`src/rtl/add_seq.sv`:
```
// add_seq: multi-cycle WORDS-byte adder/subtractor built around one 8-bit
// ripple slice. Bytes are processed least-significant first; the carry
// between bytes lives in a register. start/busy/done frame each operation.
//
// Handshake: start is sampled only while the block is not busy (IDLE or
// DONE); an accepted start latches a, b, sub and cin on that edge. busy is
// high for exactly WORDS cycles, then done pulses for one cycle with s, cout
// and ovf final. These outputs hold until the next accepted start. start
// during busy is ignored.
//
// Optional feature: define ADD_SEQ_OVF_EN to build signed-overflow detection
// on the top byte. Without it, ovf is tied to 0 and the port is kept.
module add_seq #(
    parameter int WORDS = 4
) (
    input  logic               clk,
    input  logic               rst,
    input  logic               start,
    input  logic               sub,
    input  logic               cin,
    input  logic [8*WORDS-1:0] a,
    input  logic [8*WORDS-1:0] b,
    output logic               busy,
    output logic               done,
    output logic [8*WORDS-1:0] s,
    output logic               cout,
    output logic               ovf,
    output logic [1:0]         dbg_state
);

    typedef enum logic [1:0] {
        IDLE = 2'd0,
        RUN  = 2'd1,
        DONE = 2'd2
    } state_t;

    // Byte index needs at least one bit even when WORDS is 1.
    localparam int IW = (WORDS > 1) ? $clog2(WORDS) : 1;

    state_t             state_q;
    state_t             state_d;
    logic [IW-1:0]      idx_q;
    logic               carry_q;
    logic               sub_q;
    logic [8*WORDS-1:0] a_q;
    logic [8*WORDS-1:0] b_q;

    logic               accept;
    logic               last;
    logic [7:0]         a_byte;
    logic [7:0]         b_byte;
    logic [8:0]         sum;

    assign accept = start && (state_q != RUN);
    assign last   = (idx_q == IW'(WORDS - 1));

    // One byte of the ripple slice: selected a byte plus conditionally inverted b byte plus carry.
    always_comb begin
        a_byte = a_q[8*idx_q +: 8];
        b_byte = b_q[8*idx_q +: 8] ^ {8{sub_q}};
        sum    = {1'b0, a_byte} + {1'b0, b_byte} + {8'd0, carry_q};
    end

    // Next-state logic: IDLE/DONE accept start, RUN lasts until the top byte.
    always_comb begin
        state_d = state_q;
        case (state_q)
            IDLE:    if (start) state_d = RUN;
            RUN:     if (last) state_d = DONE;
            DONE:    state_d = start ? RUN : IDLE;
            default: state_d = IDLE;
        endcase
    end

    // State register; reset aborts any operation in flight.
    always_ff @(posedge clk) begin
        if (rst) state_q <= IDLE;
        else     state_q <= state_d;
    end

    // Operand capture on accept, then one result byte and carry per RUN cycle.
    always_ff @(posedge clk) begin
        if (rst) begin
            a_q     <= '0;
            b_q     <= '0;
            sub_q   <= 1'b0;
            carry_q <= 1'b0;
            idx_q   <= '0;
            s       <= '0;
            cout    <= 1'b0;
        end else if (accept) begin
            a_q     <= a;
            b_q     <= b;
            sub_q   <= sub;
            carry_q <= cin;
            idx_q   <= '0;
            s       <= '0;
            cout    <= 1'b0;
        end else if (state_q == RUN) begin
            s[8*idx_q +: 8] <= sum[7:0];
            carry_q         <= sum[8];
            idx_q           <= idx_q + IW'(1);
            if (last) cout <= sum[8];
        end
    end

`ifdef ADD_SEQ_OVF_EN
    logic ovf_q;
    logic msb_cin;

    // Carry into bit 7 of the current byte recovered from the sum bit.
    assign msb_cin = sum[7] ^ a_byte[7] ^ b_byte[7];

    // Signed overflow captured while the top byte is processed.
    always_ff @(posedge clk) begin
        if (rst)                         ovf_q <= 1'b0;
        else if (accept)                 ovf_q <= 1'b0;
        else if ((state_q == RUN) && last) ovf_q <= msb_cin ^ sum[8];
    end

    assign ovf = ovf_q;
`else
    assign ovf = 1'b0;
`endif

    assign busy      = (state_q == RUN);
    assign done      = (state_q == DONE);
    assign dbg_state = state_q;

endmodule

```
`config.mk`:
```
export PLATFORM = sky130hd
export DESIGN_NAME = add_seq
export DESIGN_NICKNAME = d
export VERILOG_FILES = /design/src/rtl/add_seq.sv
export SDC_FILE = /design/constraint.sdc
export NUM_CORES = 1
export LEC_CHECK = 0
export CAP_MARGIN = 20
export CORE_MARGIN = 4
export CORE_UTILIZATION = 54
export CTS_CLUSTER_DIAMETER = 60
export DETAILED_ROUTE_END_ITERATION = 10
export PLACE_DENSITY = 0.93
export SYNTH_ARGS = -nofsm -noshare
export SYNTH_HDL_FRONTEND = slang
export SYNTH_SLANG_ARGS = --single-unit
```
`constraint.sdc`:
```
create_clock -name clk -period 6.1 [get_ports clk]
set_input_delay 1.22 -clock clk [delete_from_list [all_inputs] [get_ports clk]]
set_output_delay 1.22 -clock clk [all_outputs]
set_load 0.05 [all_outputs]
```
==> After elaboration in Yosys (flattened, before gate mapping) <==
Cells that the tools add are included.
{ "op_classes": {"n_addsub": 4, "n_mux": 7, "shift": 4, "bitwise": 1, "eq_ne": 6, "n_reduce_logical": 6} }
{ "op_table": {"columns": ["cell", "n"], "rows": [
  ["indexed part select 32 x 6 -> 8 bit", 2],
  ["negation 5 -> 34 bit", 1],
  ["variable shift 8 x 34 -> 32 bit (first input constant)", 1],
  ["indexed part select 8 x 34 -> 32 bit", 1],
  ["bitwise mux 32 bit", 1],
  ["adder 8 x 8 -> 9 bit", 1],
  ["adder 9 x 1 -> 9 bit", 1],
  ["XOR 8 bit", 1],
  ["case mux 2 bit (3 select lines)", 1],
  ["== test 2 bit (second input constant)", 2],
  ["2-to-1 mux 2 bit", 2],
  ["!= test 2 x 1 -> 1 bit (second input constant)", 2],
  ["AND reduction 2 bit", 2],
  ["2-to-1 mux 1 bit", 3],
  ["adder 2 x 1 -> 2 bit (second input constant)", 1],
  ["== test 2 x 1 -> 1 bit (second input constant)", 1],
  ["logical NOT 2 bit", 1],
  ["!= test 2 bit (second input constant)", 1],
  ["nonzero test 2 bit", 1],
  ["OR reduction 2 bit", 1],
  ["logical AND 1 bit", 1]
]} }
{ "word_totals": {"reg_bits": 103, "input_bits": 69, "word_cells": 36, "output_inout_bits": 38} }

==> Depth between registers and ports, before layout <==
Gate-level depths: netlist (run 1).
{ "depth": {"word_depth": 6, "mapped_depth": 12, "depth_no_buf": 10} }

==> Worst setup path after synthesis (run 1) <==
OpenSTA, ideal clock, no wires.
{ "synth_path": {"path_type": "flip-flop to flip-flop", "from": "register idx_q[0]", "to": "register s[14]", "slack_ns": 2.722, "setup_time_ns": 0.125, "t_arrival_ns": 3.253, "n_path_buf": 2, "required_ns": 5.975, "stages_incl_launch_ff": 13, "period_less_slack_ns": 3.378, "cell_sequence": "dfxtp_1 -> buf_2 -> buf_2 -> mux4_2 -> xnor2_1 -> fa_1 -> inv_1 -> fa_1 -> a211oi_1 -> o21bai_1 -> a21oi_1 -> xor2_1 -> o21ai_1"} }
{ "synth_via": {"elab_chain_len": 6, "word_cells_on_any_way": 9, "cone_classes": "add/sub (3); shift (4); mux (1); bitwise (1)"} }
{ "synth_rtl": {"columns": ["element", "line", "text"], "rows": [
  ["from (decl)", "42", "logic [IW-1:0] idx_q;"],
  ["from (signal assigned)", "102", "idx_q <= idx_q + IW'(1);"],
  ["indexed part select 32 x 6 -> 8 bit", "60", "b_byte = b_q[8*idx_q +: 8] ^ {8{sub_q}};"],
  ["XOR 8 bit", "60", null],
  ["adder 8 x 8 -> 9 bit", "61", "sum = {1'b0, a_byte} + {1'b0, b_byte} + {8'd0, carry_q};"],
  ["adder 9 x 1 -> 9 bit", "61", null],
  ["indexed part select 8 x 34 -> 32 bit", "100", "s[8*idx_q +: 8] <= sum[7:0];"],
  ["bitwise mux 32 bit *", "100", null],
  ["to (signal, indexed assignment)", "100", null],
  ["to (decl)", "25", "output logic [8*WORDS-1:0] s,"]
]} }
Every way passes the cells marked *; elsewhere a longest branch is shown, timed or not.
A chain may end at the register's enable or synchronous reset.

==> Worst setup path after layout (run 1) <==
Same ends and word-level chain as after synthesis.

==> results of run 1 <==
-- worst max-delay path, cell delays in order (launching register included) --
cell,delay (ns)
sky130_fd_sc_hd__dfxtp_1,0.62
sky130_fd_sc_hd__buf_4,0.41
sky130_fd_sc_hd__mux4_2,0.56
sky130_fd_sc_hd__xnor2_1,0.18
sky130_fd_sc_hd__fa_1,0.23
sky130_fd_sc_hd__inv_1,0.06
sky130_fd_sc_hd__fa_1,0.43
sky130_fd_sc_hd__a211oi_1,0.30
sky130_fd_sc_hd__o21bai_1,0.14
sky130_fd_sc_hd__a21oi_1,0.19
sky130_fd_sc_hd__xor2_1,0.36
sky130_fd_sc_hd__o21ai_1,0.12
-- path summary, 6_finish.rpt --
| check | startpoint | endpoint | depth (start not counted) |
|---|---|---|---|
| setup reg to reg | idx_q[0]$_SDFFE_PP0P_ | s[14]$_SDFFE_PP0P_ | 11 |
| hold reg to reg | b_q[20]$_SDFFE_PP0P_ | b_q[20]$_SDFFE_PP0P_ | 2 |
| setup / recovery | idx_q[0]$_SDFFE_PP0P_ | s[14]$_SDFFE_PP0P_ | 11 |
| hold / removal | b_q[20]$_SDFFE_PP0P_ | b_q[20]$_SDFFE_PP0P_ | 2 |
-- where the power goes --
part	leakage (nW)	internal (W)	switching (W)
Clock	0.105	0.000207	0.000245
Combinational	1.27	0.000113	0.000146
Sequential	0.841	0.000702	0.0000189
Total	2.22	0.00102	0.000410
-- placed cells by master, fill, tap and decap left out, types with 5 or more instances in the layout --
cell and instances:
sky130_fd_sc_hd__nand2_1 140, sky130_fd_sc_hd__mux4_2 16, sky130_fd_sc_hd__nand3_1 16, sky130_fd_sc_hd__clkbuf_8 10, sky130_fd_sc_hd__ha_1 13, sky130_fd_sc_hd__nor2_1 29, sky130_fd_sc_hd__a21oi_1 72, sky130_fd_sc_hd__o21ai_1 11
sky130_fd_sc_hd__a22oi_1 16, sky130_fd_sc_hd__clkdlybuf4s50_1 104, sky130_fd_sc_hd__or4b_1 5, sky130_fd_sc_hd__xor2_1 9, sky130_fd_sc_hd__inv_1 9, sky130_fd_sc_hd__dfxtp_1 103
-- through the flow --
step,instance area [µm²],instances,hold WS (ns)
global placement,5649,697,0.4402
CTS,5862,713,0.4587
global route,5889,715,0.4815
detailed placement,5649,697,0.4451
finish,5889,715,0.4570
floorplan,4587,518,0.4331
-- final cells by class --
class                      count  area share
multi-input combinational    370      0.3962
sequential                   103      0.3501
timing repair buffer         110      0.1861
clock buffer                  10     0.02337
tap                          105     0.02231
clock inverter                 6     0.01275
inverter                      11    0.009135
-- flip-flops by register name (all words and copies together), names as in the netlist --
register and cells:
sub_q 1, cout 1, b_q 32, idx_q 2
s 32, carry_q 1, dbg_state 2, a_q 32
-- kinds of logic (layout without fill, tap and decap cells) --
family / Yosys count / count (layout)
other: 1 / 1
muxes: 17 / 17
AOI/OAI and AO/OA: 116 / 116
and+or+nand+nor: 210 / 210
adders and majority gates: 15 / 15
buffers and inverters: 45 / 137
xor gates and xnor gates: 11 / 11
DFF: 103 / 103
-- layer usage --
layer | wire length (µm) | vias to the layer above | GRT usage
met5 | 0 | - | 0
met4 | 352 | 0 | 0.09637
met3 | 797 | 39 | 0.05698
met2 | 5571 | 180 | 0.3660
met1 | 4468 | 1878 | 0.2708
li1 | - | 1956 | -
==> metrics.log, run 1 <==
[metrics] number of antenna violations at the first check in global routing: 0
[metrics] library cell with the largest summed area after synthesis: sky130_fd_sc_hd__dfxtp_1
[metrics] CTS tree: built
[metrics] Relative slew margins: 0.3274
[metrics] routed length per placed instance: 15.65 µm
[metrics] share of synthesized area occupied by flip-flops and latches: 0.4495
[metrics] number of design-rule violations left by the first detailed-router iteration: 163
[metrics] clock-pin transition on the worst setup and hold timing paths: 0.10 ns
[metrics] highest net fanout along the worst path: 17
[metrics] wire length of the first global-routing pass: 17860 µm
[metrics] Final HPWL DP: 8137 µm
[metrics] area growth from synthesis to layout: 28.40%
[metrics] Post-synth EDFFs: 0
[metrics] fraction of final layout cells sized beyond drive strength 1: 0.08689
[metrics] most instantiated cells after synthesis: sky130_fd_sc_hd__nand2_1 (141), sky130_fd_sc_hd__dfxtp_1 (103), sky130_fd_sc_hd__a21oi_1 (72)
[metrics] clk_lat worst skew: 0.37 ns
[metrics] Reg2Reg Setup Slack: 2.37 ns
[metrics] critical path startpoint category: flip-flop
[metrics] synthesized cell area: 4587 µm²
[metrics] CTS root buffer: sky130_fd_sc_hd__clkbuf_8
[metrics] number of register bits inferred by synthesis: 103
[metrics] simple-gate share of the synthesized area: 0.2136
[metrics] sum of internal, switching and leakage power: 0.001432 W
[metrics] outcome: complete, no violations
[metrics] die area: 10030 µm²
[metrics] clock skew: 0.007530 ns
[metrics] Setup Total Neg Slack: 0 ns
[metrics] cell types with the largest area share after synthesis: sky130_fd_sc_hd__dfxtp_1 (45%), sky130_fd_sc_hd__nand2_1 (12%), sky130_fd_sc_hd__a21oi_1 (7.9%)
[metrics] Async S/R FF share, synth: 0
[metrics] largest buffer count on any clock path: 2
[metrics] global route overflow: 0
[metrics] CTS buffer count: 9
[metrics] fin crit period: 3.730 ns
[metrics] number of hold-slack violations in the final timing report: 0
[metrics] Post-Place Worst Slack: 1.919 ns
[metrics] crit end category: flip-flop
[metrics] RSZ-0062 raised after global routing: no
[metrics] actual slew at the worst max-slew pin: 1.008 ns
[metrics] power density over cell area: 243.2 nW/µm²
[metrics] ratio of final minimum period to clock period: 0.6114
[metrics] number of fillers in the final layout: 589
[metrics] vias in the first global route: 3918
[metrics] top-count cell post-synth: sky130_fd_sc_hd__nand2_1
[metrics] number of nets in the final layout: 689
[metrics] number of distinct library cell variants in the gate-level netlist after synthesis: 45
[metrics] synthesized area per cell: 8.855 µm²
[metrics] Site Rows: 33
[metrics] number of hold-repair buffers added at the cts stage: 0
[metrics] post-CTS repair timing setup buffer count: 0
[metrics] boundary pin count: 107
[metrics] Syn Inst Count: 518
[metrics] total clock sinks: 103
[metrics] total vias in the final route: 4053
[metrics] detailed-routing iteration count for the pre-antenna-repair pass: 5
[metrics] final count of negative-setup-slack endpoints: 0
[metrics] post-detailed-route DRC marker count: 0
[metrics] XOR/XNOR share of the synthesized area: 0.02100
[metrics] H-tree levels: 3
[metrics] largest net degree at the start of global routing: 71
[metrics] total global-route track usage: 0.2205
[metrics] Tightest Hold Check Type: flip-flop to flip-flop
[metrics] starting density of the core: 0.5555
[metrics] mean number of vias per cell: 5.669
[metrics] Max rail drop VDD: 0.1522 mV
[metrics] yosys synthesis warning count: 0
[metrics] # diodes: 0
[metrics] pins over their slew limit: 0
[metrics] post-cts sizing count: 0
[metrics] adder-cell area share of the yosys netlist: 0.04419
[metrics] synthesized net count: 602
[metrics] combinational family with the most area after synthesis: simple AND/OR/NAND/NOR gates
[metrics] gp weighted congestion: 0.8407
[metrics] max frequency: 268.1 MHz
[metrics] startpoint-to-endpoint class of the critical path: flip-flop to flip-flop
[metrics] residual antenna-violating net count after detailed routing: 0
[metrics] fraction of the mapped netlist area in compound gates: 0.1476
[metrics] final wirelength: 11190 µm
[metrics] data required time at the worst endpoint: 6.36 ns
[metrics] Vert. Die Dim: 100.2 µm
[metrics] most common flop cell mapped by yosys: sky130_fd_sc_hd__dfxtp_1
[metrics] final setup slack of the worst path: 2.370 ns
[metrics] multi-input combinational cell area: 2333 µm²
[metrics] Max-cap violations: 0
[metrics] critical path arrival: 3.99 ns
[metrics] core area: 8258 µm²
[metrics] leakage component of the power: 2.217 nW
[metrics] multiplexer area fraction after synthesis: 0.08074
[metrics] Seq. cell area: 2062 µm²
[metrics] post-route core utilization: 0.7132
[metrics] Port Buffers: 105
[metrics] die width: 100.2 µm
[metrics] portion of synthesized cell area occupied by the leading cell type: 0.4495
(Power assumes the default switching activity.)
==> inputs of run 2 (changes only) <==
- CORE_UTILIZATION: 54 -> 50
- PLACE_DENSITY: 0.93 -> 0.88
- clock period: 6.1 -> 3.5 ns (I/O delays scaled with it)
==> run 2 against run 1 <==
Sequential power up 73%. Maximum frequency up 21%. Worst hold slack better by 0.0011 ns. Clock skew up 0.0018 ns. Critical path depth unchanged. Largest power group unchanged. Highest routed layer unchanged.
==> metrics.log, run 2 (same netlist as run 1, synthesis figures left out) <==
[metrics] final instance count without filler cells: 724 (+1.3%)
[metrics] met1 track demand over resource in global routing: 0.2616 (-0.009221)
[metrics] fin crit period: 3.081 ns (-0.6487 ns)
[metrics] Flop pwr share: 0.527 (+0.024)
[metrics] pins over their slew limit: 0 (unchanged)
[metrics] Net Sw Frac: 0.2857 (-0.0006061)
[metrics] total placed instance area: 5705 µm² (+1.0%)
[metrics] total global-route track usage: 0.2066 (-0.01390)
[metrics] # diodes: 0 (unchanged)
[metrics] CTS buffer count: 9 (unchanged)
[metrics] gp weighted congestion: 0.8171 (-2.8%)
[metrics] vias in the first global route: 3918 (unchanged)
[metrics] max frequency: 324.6 MHz (+21%)
[metrics] Clock power frac: 0.284 (-0.032)
[metrics] CTS tree: built
[metrics] residual antenna-violating net count after detailed routing: 0 (unchanged)
[metrics] multi-input combinational cell area: 2333 µm² (unchanged)
[metrics] Final HPWL DP: 8523 µm (+4.8%)
[metrics] leading registers by flop count: a_q x32, b_q x32, s x32
[metrics] global route overflow: 0 (unchanged)
[metrics] largest buffer count on any clock path: 2 (unchanged)
[metrics] final count of negative-setup-slack endpoints: 0 (unchanged)
[metrics] core area: 8806 µm² (+6.6%)
[metrics] Port Buffers: 105 (unchanged)
[metrics] starting density of the core: 0.5209 (-0.03457)
[metrics] number of design-rule violations left by the first detailed-router iteration: 189 (+16%)
[metrics] area growth from synthesis to layout: 28.37% (about the same)
[metrics] fraction of final layout cells sized beyond drive strength 1: 0.09416 (+0.007271)
[metrics] routed length per placed instance: 15.62 µm (-0.18%)
[metrics] Site Rows: 34 (+3.0%)
[metrics] most common cell after layout, fill and taps aside: sky130_fd_sc_hd__nand2_1
[metrics] RSZ-0062 raised after global routing: no
[metrics] die width: 103.8 µm (+3.6%)
[metrics] post-cts sizing count: 0 (unchanged)
[metrics] outcome: complete, no violations
[metrics] leakage component of the power: 2.222 nW (+0.23%)
[metrics] Setup Total Neg Slack: 0 ns (unchanged)
[metrics] total vias in the final route: 3985 (-1.7%)
[metrics] actual slew at the worst max-slew pin: 0.6178 ns (-0.3897 ns)
[metrics] largest net degree at the start of global routing: 66 (-7.0%)
[metrics] Relative slew margins: 0.5882 (+0.2608)
[metrics] clk_lat worst skew: 0.36 ns (about the same)
[metrics] number of antenna violations at the first check in global routing: 0 (unchanged)
[metrics] Vert. Die Dim: 103.8 µm (+3.6%)
[metrics] crit end category: flip-flop
[metrics] Tightest Hold Check Type: flip-flop to flip-flop
[metrics] clock skew: 0.009330 ns (+0.001800 ns)
[metrics] number of hold-slack violations in the final timing report: 0 (unchanged)
[metrics] wire length of the first global-routing pass: 18640 µm (+4.4%)
[metrics] startpoint of the worst register-to-register path: idx_q[0]$_SDFFE_PP0P_
[metrics] met3 capacity usage during global routing: 0.04291 (-0.01407)
[metrics] number of fillers in the final layout: 678 (+15%)
[metrics] CTS root buffer: sky130_fd_sc_hd__clkbuf_8
[metrics] Pint: 0.001698 W (+66%)
[metrics] Finished Cell Area: 5888 µm² (about the same)
[metrics] post-CTS repair timing setup buffer count: 0 (unchanged)
[metrics] total clock sinks: 103 (unchanged)
[metrics] startpoint-to-endpoint class of the critical path: flip-flop to flip-flop
[metrics] busiest layer in global routing: met2
[metrics] Gate power share: 0.189 (+0.009)
[metrics] data required time at the worst endpoint: 3.74 ns (-2.62 ns)
[metrics] number of hold-repair buffers added at the cts stage: 0 (unchanged)
[metrics] boundary pin count: 107 (unchanged)
[metrics] highest-count cells in the layout ignoring fill and taps: sky130_fd_sc_hd__nand2_1 (140), sky130_fd_sc_hd__clkdlybuf4s50_1 (104), sky130_fd_sc_hd__dfxtp_1 (103), sky130_fd_sc_hd__a21oi_1 (72), sky130_fd_sc_hd__nor2_1 (29)
[metrics] final wirelength: 11310 µm (+1.1%)
[metrics] critical path startpoint category: flip-flop
[metrics] Max-cap violations: 0 (unchanged)
[metrics] ratio of final minimum period to clock period: 0.8802 (+0.2688)
[metrics] sum of internal, switching and leakage power: 0.002378 W (+66%)
[metrics] GR met2 Demand/Resource: 0.3500 (-0.01595)
[metrics] dpl cells: 707 (+1.4%)
[metrics] critical path arrival: 3.33 ns (-0.66 ns)
[metrics] H-tree levels: 3 (unchanged)
[metrics] detailed-routing iteration count for the pre-antenna-repair pass: 5 (unchanged)
[metrics] switching power of the nets: 0.0006792 W (+66%)
[metrics] highest net fanout along the worst path: 8 (-9)
[metrics] number of nets in the final layout: 695 (+0.87%)
[metrics] mean number of vias per cell: 5.504 (-2.9%)
[metrics] Seq. cell area: 2062 µm² (unchanged)
[metrics] clock-pin transition on the worst setup and hold timing paths: 0.10 ns (about the same)
[metrics] post-route core utilization: 0.6687 (-0.04453)
[metrics] Max rail drop VDD: 0.2317 mV (+52%)
[metrics] power density over cell area: 403.8 nW/µm² (+66%)
[metrics] post-detailed-route DRC marker count: 0 (unchanged)
[metrics] launch instance of the worst min-delay path: b_q[22]$_SDFFE_PP0P_
[metrics] die area: 10770 µm² (+7.3%)
[metrics] Critical Path Source: idx_q[0]$_SDFFE_PP0P_
## run 2: cell types whose count changed in the layout (fill, tap and decap cells not counted)
| cell | previous run | this run |
|---|---|---|
| sky130_fd_sc_hd__buf_12 | 1 | 0 |
| sky130_fd_sc_hd__buf_4 | 4 | 11 |
| sky130_fd_sc_hd__bufinv_16 | 1 | 0 |
| sky130_fd_sc_hd__clkbuf_1 | 0 | 1 |
| sky130_fd_sc_hd__clkinv_2 | 0 | 2 |
| sky130_fd_sc_hd__clkinvlp_4 | 1 | 2 |
| sky130_fd_sc_hd__inv_6 | 2 | 0 |
| sky130_fd_sc_hd__inv_8 | 1 | 0 |
## run 2: worst max-delay path: stages (launching register included)
cell and delay [ns]:
sky130_fd_sc_hd__dfxtp_1 0.40, sky130_fd_sc_hd__buf_4 0.23, sky130_fd_sc_hd__mux4_2 0.52, sky130_fd_sc_hd__inv_1 0.09
sky130_fd_sc_hd__fa_1 0.20, sky130_fd_sc_hd__inv_1 0.06, sky130_fd_sc_hd__fa_1 0.43, sky130_fd_sc_hd__a211oi_1 0.27
sky130_fd_sc_hd__o21bai_1 0.13, sky130_fd_sc_hd__a21oi_1 0.18, sky130_fd_sc_hd__xor2_1 0.33, sky130_fd_sc_hd__o21ai_1 0.12
## run 2: power by group through the flow
stage | registers (W) | clock network, W | logic (W)
3_3_place_gp | 0.00128 | 0 | 0.000430
2_1_floorplan | 0.00129 | 0 | 0.000277
6_report | 0.00125 | 0.000675 | 0.000449
5_1_grt | 0.00126 | 0.000729 | 0.000490
4_1_cts | 0.00125 | 0.000683 | 0.000446
3_5_place_dp | 0.00128 | 0 | 0.000444
## run 2: area by class of cell
| class | instances | share of cell area |
|---|---|---|
| clock buffer | 11 | 0.02401 |
| sequential | 103 | 0.3502 |
| inverter | 11 | 0.009137 |
| clock inverter | 5 | 0.005737 |
| tap | 108 | 0.02295 |
| timing repair buffer | 116 | 0.1917 |
| multi-input combinational | 370 | 0.3963 |
## run 2: worst paths after layout
kind | endpoint | slack, ns | depth (start not counted)
setup / recovery | s[22]$_SDFFE_PP0P_ | 0.42 | 11
hold / removal | b_q[22]$_SDFFE_PP0P_ | 0.46 | 2
setup reg to reg | s[22]$_SDFFE_PP0P_ | 0.42 | 11
hold reg to reg | b_q[22]$_SDFFE_PP0P_ | 0.46 | 2
## run 2: stage by stage
step                      setup slack, ns  hold slack [ns]
after detailed placement           0.4415           0.4431
after global routing               0.1954           0.4680
final                              0.4192           0.4581
after CTS                          0.4348           0.4563
after floorplan                    0.1217           0.4331
after global placement             0.5672           0.4410
## run 2: layer usage
| layer | up-vias | share of wire |
|---|---|---|
| li1 | 1962 | - |
| met1 | 1826 | 0.43 |
| met2 | 173 | 0.49 |
| met3 | 24 | 0.068 |
| met4 | 0 | 0.018 |
| met5 | - | 0 |
==> inputs of run 3 (changes only) <==
- CTS_CLUSTER_DIAMETER: 60 -> 80
- RECOVER_POWER: default -> 25
- SLEW_MARGIN: default -> 10
==> run 3 against run 2 <==
Global-route usage unchanged. First-iteration DRC count up 6.9%. Non-clock buffer count unchanged. Worst hold slack about the same. Cell count unchanged. Sequential power about the same. Total power down 0.15%. Largest power group unchanged. Highest routed layer unchanged.
==> metrics.log, run 3 (same netlist as run 1, synthesis figures left out) <==
[metrics] Worst Reg-to-Reg Cells: 11 (unchanged)
[metrics] final count of negative-setup-slack endpoints: 0 (unchanged)
[metrics] number of hold-slack violations in the final timing report: 0 (unchanged)
[metrics] outcome: complete, no violations
[metrics] Setup Total Neg Slack: 0 ns (unchanged)
[metrics] number of antenna violations at the first check in global routing: 0 (unchanged)
[metrics] final wirelength: 11280 µm (-0.25%)
[metrics] largest stage delay on the critical path: 0.52 ns (about the same)
[metrics] residual antenna-violating net count after detailed routing: 0 (unchanged)
[metrics] number of hold-repair buffers added at the cts stage: 0 (unchanged)
[metrics] fin crit period: 3.089 ns (+0.008178 ns)
[metrics] highest-count cells in the layout ignoring fill and taps: sky130_fd_sc_hd__nand2_1 (140), sky130_fd_sc_hd__dfxtp_1 (103), sky130_fd_sc_hd__clkdlybuf4s50_1 (103), sky130_fd_sc_hd__a21oi_1 (72), sky130_fd_sc_hd__nor2_1 (29)
[metrics] die width: 103.8 µm (unchanged)
[metrics] Net Sw Frac: 0.2850 (-0.0007193)
[metrics] startpoint-to-endpoint class of the critical path: flip-flop to flip-flop
[metrics] Tightest Hold Check Type: flip-flop to flip-flop
[metrics] number of fillers in the final layout: 679 (+0.15%)
[metrics] critical path startpoint category: flip-flop
[metrics] Flop pwr share: 0.528 (about the same)
[metrics] total clock sinks: 103 (unchanged)
[metrics] # diodes: 0 (unchanged)
[metrics] ratio of final minimum period to clock period: 0.8826 (+0.002337)
[metrics] Clock power frac: 0.283 (about the same)
[metrics] launch instance of the worst min-delay path: b_q[22]$_SDFFE_PP0P_
[metrics] actual slew at the worst max-slew pin: 1.116 ns (+0.4981 ns)
[metrics] area growth from synthesis to layout: 28.23%
[metrics] largest buffer count on any clock path: 2 (unchanged)
[metrics] detailed-routing iteration count for the pre-antenna-repair pass: 5 (unchanged)
[metrics] pins over their slew limit: 0 (unchanged)
[metrics] number of nets in the final layout: 695 (unchanged)
[metrics] cell type group with the largest total delay on the critical path: compound AO/OA/AOI/OAI gates
[metrics] max frequency: 323.7 MHz (-0.26%)
[metrics] data required time at the worst endpoint: 3.74 ns (about the same)
[metrics] number of design-rule violations left by the first detailed-router iteration: 202 (+6.9%)
[metrics] FF-to-FF End: s[22]$_SDFFE_PP0P_
[metrics] Vert. Die Dim: 103.8 µm (unchanged)
[metrics] gp weighted congestion: 0.8171 (unchanged)
[metrics] Port Buffers: 105 (unchanged)
[metrics] critical path arrival: 3.33 ns (about the same)
[metrics] global route overflow: 0 (unchanged)
[metrics] RSZ-0062 raised after global routing: no
[metrics] Relative slew margins: 0.2561 (-0.3321)
[metrics] CTS root buffer: sky130_fd_sc_hd__clkbuf_8
[metrics] Pint: 0.001698 W (about the same)
[metrics] post-detailed-route DRC marker count: 0 (unchanged)
[metrics] H-tree levels: 3 (unchanged)
[metrics] hold-critical path depth: 2 (unchanged)
[metrics] mean number of vias per cell: 5.514 (+0.18%)
[metrics] crit end category: flip-flop
[metrics] highest net fanout along the worst path: 8 (unchanged)
[metrics] sum of buffers and inverters on the critical path: 3 (unchanged)
[metrics] total placed instance area: 5705 µm² (unchanged)
[metrics] most common cell after layout, fill and taps aside: sky130_fd_sc_hd__nand2_1
[metrics] total global-route track usage: 0.2066 (unchanged)
[metrics] slowest stage cell on the critical path: sky130_fd_sc_hd__mux4_2
[metrics] vias in the first global route: 3918 (unchanged)
[metrics] post-CTS repair timing setup buffer count: 0 (unchanged)
[metrics] clk_lat worst skew: 0.36 ns (about the same)
[metrics] Finished Cell Area: 5882 µm² (-0.11%)
[metrics] power density over cell area: 403.6 nW/µm² (about the same)
[metrics] Gate power share: 0.189 (about the same)
[metrics] clock skew: 0.01003 ns (+0.0007025 ns)
[metrics] fraction of final layout cells sized beyond drive strength 1: 0.09253 (-0.001623)
[metrics] CTS buffer count: 9 (unchanged)
[metrics] Max-cap violations: 0 (unchanged)
[metrics] largest net degree at the start of global routing: 66 (unchanged)
[metrics] startpoint of the worst register-to-register path: idx_q[0]$_SDFFE_PP0P_
[metrics] switching power of the nets: 0.0006765 W (-0.40%)
[metrics] starting density of the core: 0.5209 (unchanged)
[metrics] Reg2Reg Setup Slack: 0.41 ns (about the same)
[metrics] boundary pin count: 107 (unchanged)
[metrics] leakage component of the power: 2.218 nW (-0.17%)
[metrics] end point of the most critical hold path: b_q[22]$_SDFFE_PP0P_
[metrics] clock-pin transition on the worst setup and hold timing paths: 0.10 ns (about the same)
[metrics] Site Rows: 34 (unchanged)
[metrics] leading registers by flop count: a_q x32, b_q x32, s x32
[metrics] Max rail drop VDD: 0.2329 mV (+0.51%)
[metrics] die area: 10770 µm² (unchanged)
[metrics] Final HPWL DP: 8523 µm (unchanged)
[metrics] core area: 8806 µm² (unchanged)
[metrics] post-cts sizing count: 0 (unchanged)
[metrics] CTS tree: built
[metrics] wire length of the first global-routing pass: 18640 µm (unchanged)
[metrics] Cell Chain, Critical Path: buf_4 -> mux4_2 -> inv_1 -> fa_1 -> inv_1 -> fa_1 -> a211oi_1 -> o21bai_1 -> a21oi_1 -> xor2_1 -> o21ai_1
[metrics] routed length per placed instance: 15.58 µm (-0.25%)
[metrics] total vias in the final route: 3992 (+0.18%)
## run 3: final cells by class
cell class,count,area (µm²),area share
inverter,11,53.80,0.009147
clock buffer,11,141.4,0.02404
sequential,103,2062,0.3506
multi-input combinational,370,2333,0.3967
tap,108,135.1,0.02297
timing repair buffer,116,1122,0.1908
clock inverter,5,33.78,0.005743
## run 3: per-stage QoR
| stage | total power (W) | cells | hold WS (ns) | utilization | setup slack (ns) |
|---|---|---|---|---|---|
| after CTS | 0.002383 | 723 | 0.4563 | 0.6678 | 0.4348 |
| after global routing | 0.002480 | 724 | 0.4680 | 0.6679 | 0.1954 |
| after floorplan | 0.001563 | 518 | 0.4331 | - | 0.1217 |
| final | 0.002374 | 724 | 0.4584 | 0.6679 | 0.4110 |
| after detailed placement | 0.001725 | 707 | 0.4431 | 0.6479 | 0.4415 |
| after global placement | 0.001708 | 707 | 0.4410 | 0.6479 | 0.5672 |
## run 3: metal layers
layer,GRT usage,vias up,wire length (µm)
li1,-,1968,-
met1,0.2616,1830,4783
met2,0.3500,173,5487
met3,0.04291,21,824
met4,0.07407,0,185
met5,0,-,0
## run 3: worst max-delay path by stage
stage                          startpoint                  to  depth (start not counted)
finish              idx_q[0]$_SDFFE_PP0P_  s[22]$_SDFFE_PP0P_                         11
global route        idx_q[0]$_SDFFE_PP0P_  s[22]$_SDFFE_PP0P_                         11
CTS                 idx_q[0]$_SDFFE_PP0P_  s[30]$_SDFFE_PP0P_                         11
detailed placement  idx_q[0]$_SDFFE_PP0P_  s[30]$_SDFFE_PP0P_                         11
global placement    idx_q[0]$_SDFFE_PP0P_  s[14]$_SDFFE_PP0P_                         11
floorplan           idx_q[0]$_SDFFE_PP0P_  s[14]$_SDFFE_PP0P_                         12
## run 3: power by group through the flow
| stage | registers, W | logic, W | clock network (W) |
|---|---|---|---|
| 2_1_floorplan | 0.00129 | 0.000277 | 0 |
| 3_3_place_gp | 0.00128 | 0.000430 | 0 |
| 3_5_place_dp | 0.00128 | 0.000444 | 0 |
| 4_1_cts | 0.00125 | 0.000446 | 0.000683 |
| 5_1_grt | 0.00126 | 0.000490 | 0.000729 |
| 6_report | 0.00125 | 0.000448 | 0.000672 |
## run 3: worst reg2reg max path, delay by kind of cell (launching register included)
kind,cells,cell delay [ns]
multiplexers,1,0.52
XOR/XNOR,1,0.33
buffers and inverters,3,0.38
AO/OA/AOI/OAI,4,0.70
adder cells (fa/ha/maj),2,0.63
flip-flops,1,0.41
